--- config.mk ---
export PLATFORM = sky130hd
export DESIGN_NAME = cordic_phase_scheduler_flat
export DESIGN_NICKNAME = d
export VERILOG_FILES = /design/src/rtl/cordic_phase_scheduler_if.sv /design/src/rtl/cordic_phase_scheduler.sv /design/src/flat_wrapper.sv
export SDC_FILE = /design/constraint.sdc
export NUM_CORES = 1
export LEC_CHECK = 0
export ABC_AREA = 1
export BUFFER_PORTS_ARGS = -buffer_cell sky130_fd_sc_hd__buf_2
export CORE_MARGIN = 5
export CORE_UTILIZATION = 45
export DETAILED_ROUTE_END_ITERATION = 10
export GPL_TIMING_DRIVEN = 0
export PLACE_DENSITY = 0.75
export SLEW_MARGIN = 20
export SYNTH_ARGS = -nofsm -noshare
export SYNTH_HDL_FRONTEND = slang
export SYNTH_SLANG_ARGS = --single-unit
--- constraint.sdc ---
create_clock -name clk -period 4.91 [get_ports clk]
set_input_delay 0.2455 -clock clk [delete_from_list [all_inputs] [get_ports clk]]
set_output_delay 0.2455 -clock clk [all_outputs]
set_load 0.01 [all_outputs]
--- src/rtl/cordic_phase_scheduler_if.sv ---
// Stream pair between the phase scheduler and the shared CORDIC core:
// phase beats out, {sin, cos} results back.
interface cordic_phase_scheduler_if;
    logic        m_phase_tvalid;
    logic [15:0] m_phase_tdata;
    logic        s_dout_tvalid;
    logic [31:0] s_dout_tdata;

    modport master (
        output m_phase_tvalid,
        output m_phase_tdata,
        input  s_dout_tvalid,
        input  s_dout_tdata
    );

    modport slave (
        input  m_phase_tvalid,
        input  m_phase_tdata,
        output s_dout_tvalid,
        output s_dout_tdata
    );
endinterface

--- src/rtl/cordic_phase_scheduler.sv ---
// Shares one CORDIC core between phase channels A and B: alternating A,B phase
// issue with per-channel wrapping accumulators, results steered back by a tag FIFO.
module cordic_phase_scheduler #(
    parameter int unsigned       CORDIC_LATENCY = 20,
    parameter int unsigned       TAG_DEPTH      = 32,
    parameter logic signed [15:0] PI_POS        = 16'sh6488,
    parameter logic signed [15:0] PI_NEG        = 16'sh9B78
) (
    input  logic                     clk,
    input  logic                     reset,
    input  logic                     enable,
    input  logic                     cfg_load,
    input  logic [15:0]              inc_a,
    input  logic [15:0]              inc_b,
    cordic_phase_scheduler_if.master cor,
    output logic [15:0]              sin_a,
    output logic [15:0]              cos_a,
    output logic                     valid_a,
    output logic [15:0]              sin_b,
    output logic [15:0]              cos_b,
    output logic                     valid_b,
    output logic                     busy,
    output logic                     tag_err
);

    localparam int unsigned PHASE_W = 16;
    localparam int unsigned PTR_W   = (TAG_DEPTH > 1) ? $clog2(TAG_DEPTH) : 1;
    localparam int unsigned CNT_W   = $clog2(TAG_DEPTH + 1);
    localparam int unsigned DROP_W  = (CORDIC_LATENCY > 0) ? $clog2(CORDIC_LATENCY + 1) : 1;

    localparam logic [CNT_W-1:0]          CNT_LIMIT = CNT_W'(TAG_DEPTH - 2);
    localparam logic [PTR_W-1:0]          PTR_LAST  = PTR_W'(TAG_DEPTH - 1);
    localparam logic [DROP_W-1:0]         DROP_INIT = DROP_W'(CORDIC_LATENCY);
    localparam logic [PHASE_W-1:0]        INC_MAX   = PI_POS;
    localparam logic signed [PHASE_W:0]   PI_POS_X  = {PI_POS[PHASE_W-1], PI_POS};
    localparam logic signed [PHASE_W:0]   PI_NEG_X  = {PI_NEG[PHASE_W-1], PI_NEG};

    typedef enum logic [1:0] {
        S_IDLE    = 2'd0,
        S_ISSUE_A = 2'd1,
        S_ISSUE_B = 2'd2
    } state_t;

    // One accumulator step in 17-bit signed, folding anything at or above +pi back from -pi.
    function automatic logic [PHASE_W-1:0] phase_step(input logic [PHASE_W-1:0] acc,
                                                      input logic [PHASE_W-1:0] inc);
        logic [PHASE_W-1:0]      inc_sat;
        logic signed [PHASE_W:0] sum;
        logic signed [PHASE_W:0] wrapped;
        inc_sat = (inc > INC_MAX) ? INC_MAX : inc;
        sum     = $signed({acc[PHASE_W-1], acc}) + $signed({1'b0, inc_sat});
        wrapped = PI_NEG_X + (sum - PI_POS_X);
        return (sum < PI_POS_X) ? sum[PHASE_W-1:0] : wrapped[PHASE_W-1:0];
    endfunction

    state_t               state_q, state_d;
    logic [PHASE_W-1:0]   acc_a_q, acc_a_d, acc_b_q, acc_b_d;
    logic [PHASE_W-1:0]   inc_a_q, inc_a_d, inc_b_q, inc_b_d;
    logic [TAG_DEPTH-1:0] tag_mem_q, tag_mem_d;
    logic [PTR_W-1:0]     wr_ptr_q, wr_ptr_d, rd_ptr_q, rd_ptr_d;
    logic [CNT_W-1:0]     count_q, count_d;
    logic [DROP_W-1:0]    drop_cnt_q, drop_cnt_d;
    logic                 m_tvalid_q, m_tvalid_d;
    logic [PHASE_W-1:0]   m_tdata_q, m_tdata_d;
    logic [PHASE_W-1:0]   sin_a_q, sin_a_d, cos_a_q, cos_a_d;
    logic [PHASE_W-1:0]   sin_b_q, sin_b_d, cos_b_q, cos_b_d;
    logic                 valid_a_q, valid_a_d, valid_b_q, valid_b_d;
    logic                 busy_q, busy_d;
    logic                 tag_err_q, tag_err_d;

    logic push, push_tag, pop, pop_tag;

    always_comb begin
        state_d    = state_q;
        acc_a_d    = acc_a_q;
        acc_b_d    = acc_b_q;
        inc_a_d    = inc_a_q;
        inc_b_d    = inc_b_q;
        tag_mem_d  = tag_mem_q;
        wr_ptr_d   = wr_ptr_q;
        rd_ptr_d   = rd_ptr_q;
        count_d    = count_q;
        drop_cnt_d = drop_cnt_q;
        m_tdata_d  = m_tdata_q;
        sin_a_d    = sin_a_q;
        cos_a_d    = cos_a_q;
        sin_b_d    = sin_b_q;
        cos_b_d    = cos_b_q;
        valid_a_d  = 1'b0;
        valid_b_d  = 1'b0;
        tag_err_d  = tag_err_q;
        push       = 1'b0;
        push_tag   = 1'b0;
        pop        = cor.s_dout_tvalid && (count_q != '0);
        pop_tag    = tag_mem_q[rd_ptr_q];

        if ((state_q == S_IDLE) && cfg_load) begin
            inc_a_d = inc_a;
            inc_b_d = inc_b;
            acc_a_d = '0;
            acc_b_d = '0;
        end

        // Issue beat: tag goes in with the phase, accumulator advances.
        case (state_q)
            S_ISSUE_A: begin
                push    = 1'b1;
                acc_a_d = phase_step(acc_a_q, inc_a_q);
            end
            S_ISSUE_B: begin
                push     = 1'b1;
                push_tag = 1'b1;
                acc_b_d  = phase_step(acc_b_q, inc_b_q);
            end
            default: ;
        endcase

        if (push) begin
            tag_mem_d[wr_ptr_q] = push_tag;
            wr_ptr_d = (wr_ptr_q == PTR_LAST) ? '0 : wr_ptr_q + PTR_W'(1);
        end
        if (pop) begin
            rd_ptr_d = (rd_ptr_q == PTR_LAST) ? '0 : rd_ptr_q + PTR_W'(1);
        end
        case ({push, pop})
            2'b10:   count_d = count_q + CNT_W'(1);
            2'b01:   count_d = count_q - CNT_W'(1);
            default: count_d = count_q;
        endcase

        // Pairs are never split; FIFO headroom is only checked before an A beat.
        case (state_q)
            S_IDLE: begin
                if (enable && !cfg_load && (count_q <= CNT_LIMIT)) state_d = S_ISSUE_A;
            end
            S_ISSUE_A: state_d = S_ISSUE_B;
            S_ISSUE_B: state_d = (enable && (count_d <= CNT_LIMIT)) ? S_ISSUE_A : S_IDLE;
            default:   state_d = S_IDLE;
        endcase

        m_tvalid_d = (state_d != S_IDLE);
        busy_d     = (state_d != S_IDLE);
        if (state_d == S_ISSUE_A) m_tdata_d = acc_a_d;
        else if (state_d == S_ISSUE_B) m_tdata_d = acc_b_d;

        if (pop) begin
            if (pop_tag) begin
                sin_b_d   = cor.s_dout_tdata[31:16];
                cos_b_d   = cor.s_dout_tdata[15:0];
                valid_b_d = 1'b1;
            end else begin
                sin_a_d   = cor.s_dout_tdata[31:16];
                cos_a_d   = cor.s_dout_tdata[15:0];
                valid_a_d = 1'b1;
            end
        end

        // Results still in the core at reset are absorbed while the window is open.
        if (drop_cnt_q != '0) drop_cnt_d = drop_cnt_q - DROP_W'(1);
        if (cor.s_dout_tvalid && (count_q == '0) && (drop_cnt_q == '0)) tag_err_d = 1'b1;
    end

    always_ff @(posedge clk) begin
        if (reset) begin
            state_q    <= S_IDLE;
            acc_a_q    <= '0;
            acc_b_q    <= '0;
            inc_a_q    <= '0;
            inc_b_q    <= '0;
            tag_mem_q  <= '0;
            wr_ptr_q   <= '0;
            rd_ptr_q   <= '0;
            count_q    <= '0;
            drop_cnt_q <= DROP_INIT;
            m_tvalid_q <= 1'b0;
            m_tdata_q  <= '0;
            sin_a_q    <= '0;
            cos_a_q    <= '0;
            sin_b_q    <= '0;
            cos_b_q    <= '0;
            valid_a_q  <= 1'b0;
            valid_b_q  <= 1'b0;
            busy_q     <= 1'b0;
            tag_err_q  <= 1'b0;
        end else begin
            state_q    <= state_d;
            acc_a_q    <= acc_a_d;
            acc_b_q    <= acc_b_d;
            inc_a_q    <= inc_a_d;
            inc_b_q    <= inc_b_d;
            tag_mem_q  <= tag_mem_d;
            wr_ptr_q   <= wr_ptr_d;
            rd_ptr_q   <= rd_ptr_d;
            count_q    <= count_d;
            drop_cnt_q <= drop_cnt_d;
            m_tvalid_q <= m_tvalid_d;
            m_tdata_q  <= m_tdata_d;
            sin_a_q    <= sin_a_d;
            cos_a_q    <= cos_a_d;
            sin_b_q    <= sin_b_d;
            cos_b_q    <= cos_b_d;
            valid_a_q  <= valid_a_d;
            valid_b_q  <= valid_b_d;
            busy_q     <= busy_d;
            tag_err_q  <= tag_err_d;
        end
    end

    assign cor.m_phase_tvalid = m_tvalid_q;
    assign cor.m_phase_tdata  = m_tdata_q;
    assign sin_a   = sin_a_q;
    assign cos_a   = cos_a_q;
    assign valid_a = valid_a_q;
    assign sin_b   = sin_b_q;
    assign cos_b   = cos_b_q;
    assign valid_b = valid_b_q;
    assign busy    = busy_q;
    assign tag_err = tag_err_q;

endmodule

--- src/flat_wrapper.sv ---
// flat-port wrapper written by rule: the top's interface ports become plain ports
module cordic_phase_scheduler_flat 
#(
    parameter int unsigned       CORDIC_LATENCY = 20,
    parameter int unsigned       TAG_DEPTH      = 32,
    parameter logic signed [15:0] PI_POS        = 16'sh6488,
    parameter logic signed [15:0] PI_NEG        = 16'sh9B78
)
  (clk, reset, enable, cfg_load, inc_a, inc_b, sin_a, cos_a, valid_a, sin_b, cos_b, valid_b, busy, tag_err, cor_m_phase_tvalid, cor_m_phase_tdata, cor_s_dout_tvalid, cor_s_dout_tdata);
  cordic_phase_scheduler_if cor_i ();
  input  logic clk;
  input  logic reset;
  input  logic enable;
  input  logic cfg_load;
  input  logic [15:0] inc_a;
  input  logic [15:0] inc_b;
  output logic [15:0] sin_a;
  output logic [15:0] cos_a;
  output logic valid_a;
  output logic [15:0] sin_b;
  output logic [15:0] cos_b;
  output logic valid_b;
  output logic busy;
  output logic tag_err;
  output wire logic [$bits(cor_i.m_phase_tvalid)-1:0] cor_m_phase_tvalid;
  output wire logic [$bits(cor_i.m_phase_tdata)-1:0] cor_m_phase_tdata;
  input wire logic [$bits(cor_i.s_dout_tvalid)-1:0] cor_s_dout_tvalid;
  input wire logic [$bits(cor_i.s_dout_tdata)-1:0] cor_s_dout_tdata;
  assign cor_m_phase_tvalid = cor_i.m_phase_tvalid;
  assign cor_m_phase_tdata = cor_i.m_phase_tdata;
  assign cor_i.s_dout_tvalid = cor_s_dout_tvalid;
  assign cor_i.s_dout_tdata = cor_s_dout_tdata;
  cordic_phase_scheduler #(.CORDIC_LATENCY(CORDIC_LATENCY), .TAG_DEPTH(TAG_DEPTH), .PI_POS(PI_POS), .PI_NEG(PI_NEG)) u_core (.clk(clk), .reset(reset), .enable(enable), .cfg_load(cfg_load), .inc_a(inc_a), .inc_b(inc_b), .cor(cor_i), .sin_a(sin_a), .cos_a(cos_a), .valid_a(valid_a), .sin_b(sin_b), .cos_b(cos_b), .valid_b(valid_b), .busy(busy), .tag_err(tag_err));
endmodule
==> flow_metrics.env <==
export IMPL_grtUsageTotal_pct=23.2
export IMPL_antenna_found_initial=1
export IMPL_core_area_mm2=0.0258
export IMPL_nFillCells=2511
export IMPL_post_route_drc_count=0
export IMPL_fin_hold_ws_ns=0.0124
export IMPL_critPathMostFrequentCell="inv_1"
export IMPL_viasPerCell=5.30
export IMPL_drv_cap=0
export IMPL_die_h_um=171
export IMPL_die_w_um=171
export IMPL_worstSkewPairLatency_ns=0.52
export IMPL_die_area_mm2=0.0292
export IMPL_htreeDepth=1
export IMPL_path_cells="inv_1 > ha_1 > clkbuf_1 > inv_1 > ha_2 > ha_1 > a21oi_1 > inv_1 > a31oi_1 > inv_1 > a21oi_1 > nor2_1 > o21ai_0 > nand3_1 > xor2_1 > nand3_1 > a21oi_1 > inv_1 > ha_1 > clkbuf_4 > o211ai_1 > a21oi_1"
export IMPL_hp_class="in2reg"
export IMPL_p_leak_nw=6.58
export IMPL_vias=12200
export IMPL_grt_max_degree=15
export IMPL_avgSynthCellArea_um2=6.64
export IMPL_drtIter0Drc=929
export IMPL_critPathMaxStageDelay_ns=0.44
export IMPL_seqCellArea_mm2=0.00406
export IMPL_cts_root_buf="clkbuf_16"
export IMPL_timing_final_crit_share_pct=92.3
export IMPL_multi_input_area_mm2=0.00657
export IMPL_synth_cell_types=51
export IMPL_power_density_mw_per_mm2=495
export IMPL_arrival_ns=4.97
export IMPL_hold_viol=0
export IMPL_worst_setup_path_end_kind="flip-flop"
export IMPL_io_pins=154
export IMPL_cp_required_ns=5.35
export IMPL_crit_fanout=10
export IMPL_setup_viol=0
export IMPL_start_util_pct=45.3
export IMPL_synth_seq_cells=203
export IMPL_rows=59
export IMPL_placed_cell_area_mm2=0.0128
export IMPL_cts_sinks=203
export IMPL_worstSetupStartpointType="flip-flop"
export IMPL_finish_instance_area_mm2=0.0139
export IMPL_grt_pass1_vias=11500
export IMPL_mostFrequentLayoutCells="429 x nand2_1, 220 x nor2_1, 203 x dfxtp_1"
export IMPL_outcome="finished clean"
export IMPL_clk_pin_slew_ns=0.06
export IMPL_io_buffer_count=152
export IMPL_cts_tree="yes"
export IMPL_cts_buffers=22
export IMPL_drtPass1Iterations=6
export IMPL_fin_skew_ns=0.0221
export IMPL_setup_tns_final_ns=0
export IMPL_vdd_drop_max_uv=396
export IMPL_dp_cells=2243
export IMPL_drive_gt1_share_pct=13.3
export IMPL_nNetsFinal=2079
export IMPL_grt_overflow_total=0
export IMPL_synthArstFlopShare_pct=0
export IMPL_syn_area_mm2=0.0117
export IMPL_fin_cells=2304
export IMPL_maxSlewViolCount=0
export IMPL_crit_type="reg2reg"
export IMPL_synth_ff_type="dfxtp_1"
export IMPL_slew_headroom_pct=42.9
export IMPL_max_freq_ghz=0.221
export IMPL_hpwl_um=27200
export IMPL_yosysWarnings=0
export IMPL_grt_pass1_wl_um=56000
export IMPL_routabilityCongestion=0.925
export IMPL_avgRoutedWirePerCell_um=15.2
export IMPL_final_common_cell="nand2_1"
export IMPL_netlist_instances=1755
export IMPL_cts_buffer_depth=3
export IMPL_synth_edf_count=0
export IMPL_rsz0062_at_grt="true"
export IMPL_fin_total_pwr_mw=6.87
export IMPL_worst_pin_slew_ns=0.850
export IMPL_ys_seq_area_share_pct=34.8
export IMPL_areaGrowthSynthToFinish_pct=18.8
export IMPL_wl_um=35100
export IMPL_crit_path_top_delay_cell="ha_1"
export IMPL_period_minus_slack_ns=4.53
export IMPL_postRouteAntennaNets=0
==> synthesized netlist by cell type (9+ instances only) <==
library cell	count	share of area, %
nand2_1	430	14
nor2_1	220	7.1
dfxtp_1	203	35
inv_1	177	5.7
nand3_1	160	6.9
a21oi_1	154	6.6
o21ai_0	116	5.0
ha_1	53	5.7
clkbuf_1	50	1.6
a311oi_1	25	1.9
xor2_1	20	1.5
nor3_1	15	0.64
nand2_2	14	0.75
buf_2	9	0.39
nand4_1	9	0.48
==> state kept, by name, indices dropped and copies added, names as in the netlist <==
| signal | flops |
|---|---|
| u_core.acc_a_q | 16 |
| u_core.valid_b | 1 |
| u_core.cos_b | 16 |
| u_core.count_q | 6 |
| u_core.drop_cnt_q | 5 |
| u_core.cor.m_phase_tdata | 16 |
| u_core.tag_mem_q | 32 |
| u_core.cor.m_phase_tvalid | 1 |
| u_core.inc_a_q | 16 |
| u_core.tag_err | 1 |
| u_core.wr_ptr_q | 5 |
| u_core.sin_a | 16 |
| u_core.inc_b_q | 16 |
| u_core.sin_b | 16 |
| u_core.cos_a | 16 |
| u_core.state_q | 2 |
| u_core.acc_b_q | 16 |
| u_core.valid_a | 1 |
| u_core.rd_ptr_q | 5 |
==> cell type report <==
type / instances / area share [%]
well taps: 335 / 3.02
inverters: 182 / 4.96
multi-input cells: 1296 / 47.4
flip-flops and latches: 203 / 29.3
repair buffers: 178 / 7.35
clock buffers: 29 / 4.45
clock inverters: 9 / 0.912
plain buffers: 71 / 2.56
diodes: 1 / 0.0181
==> worst max-delay path: cells and delay by family, from the launching register on <==
kind	cells	cell delay [ns]
AO/OA/AOI/OAI	7	1.23
adder cells (fa/ha/maj)	4	1.34
XOR/XNOR	1	0.19
flip-flops	1	0.37
AND/OR/NAND/NOR	3	0.29
buffers and inverters	7	1.05
==> power breakdown <==
group	total [mW]	internal [mW]	switching, mW	leakage, nW
clock network	1.68	0.995	0.686	0.363
registers	2.13	1.94	0.190	1.66
logic	3.06	1.03	2.03	4.56
total	6.87	3.96	2.90	6.58
==> worst paths after layout <==
path | startpoint | to | slack, ns | cells after the start
min reg2reg | u_core.tag_mem_q[6] | u_core.tag_mem_q[6] | 0.46 | 2
max | u_core.state_q[0] | u_core.cor.m_phase_tdata[3] | 0.38 | 22
min | cor_s_dout_tdata[26] | u_core.sin_b[10] | 0.01 | 3
max reg2reg | u_core.state_q[0] | u_core.cor.m_phase_tdata[3] | 0.38 | 22
==> layer usage <==
layer	share of wire, %	vias up	track usage (%)
li1	-	6146	-
met4	3.8	0	7.99
met3	6.5	86	3.56
met1	41	5588	28.8
met5	0	-	0
met2	48	383	40.9
==> stage by stage <==
stage | setup WS (ns) | util (%)
floorplan | 0.379 | -
global placement | -0.497 | 49.9
detailed placement | -0.683 | 49.9
CTS | 0.00986 | 53.8
global route | -0.0192 | 53.8
finish | 0.380 | 53.8
==> logic make-up after synthesis <==
| family | Yosys count | synth area share [%] |
|---|---|---|
| other | 1 | 0.0322 |
| AOI/OAI and AO/OA | 334 | 16.2 |
| DFF | 203 | 34.8 |
| buffers and inverters | 257 | 9.02 |
| and+or+nand+nor | 880 | 31.7 |
| xor gates and xnor gates | 24 | 1.93 |
| adders and majority gates | 56 | 6.20 |
==> repair_timing <==
item	CTS	global route
hold buffers	25	0
endpoints found under the hold margin	39	0
gates resized for setup	6	12
setup endpoints to repair	13	16
pin swaps	0	1
buffers inserted	1	0
Power figures use the tool's default switching activity.
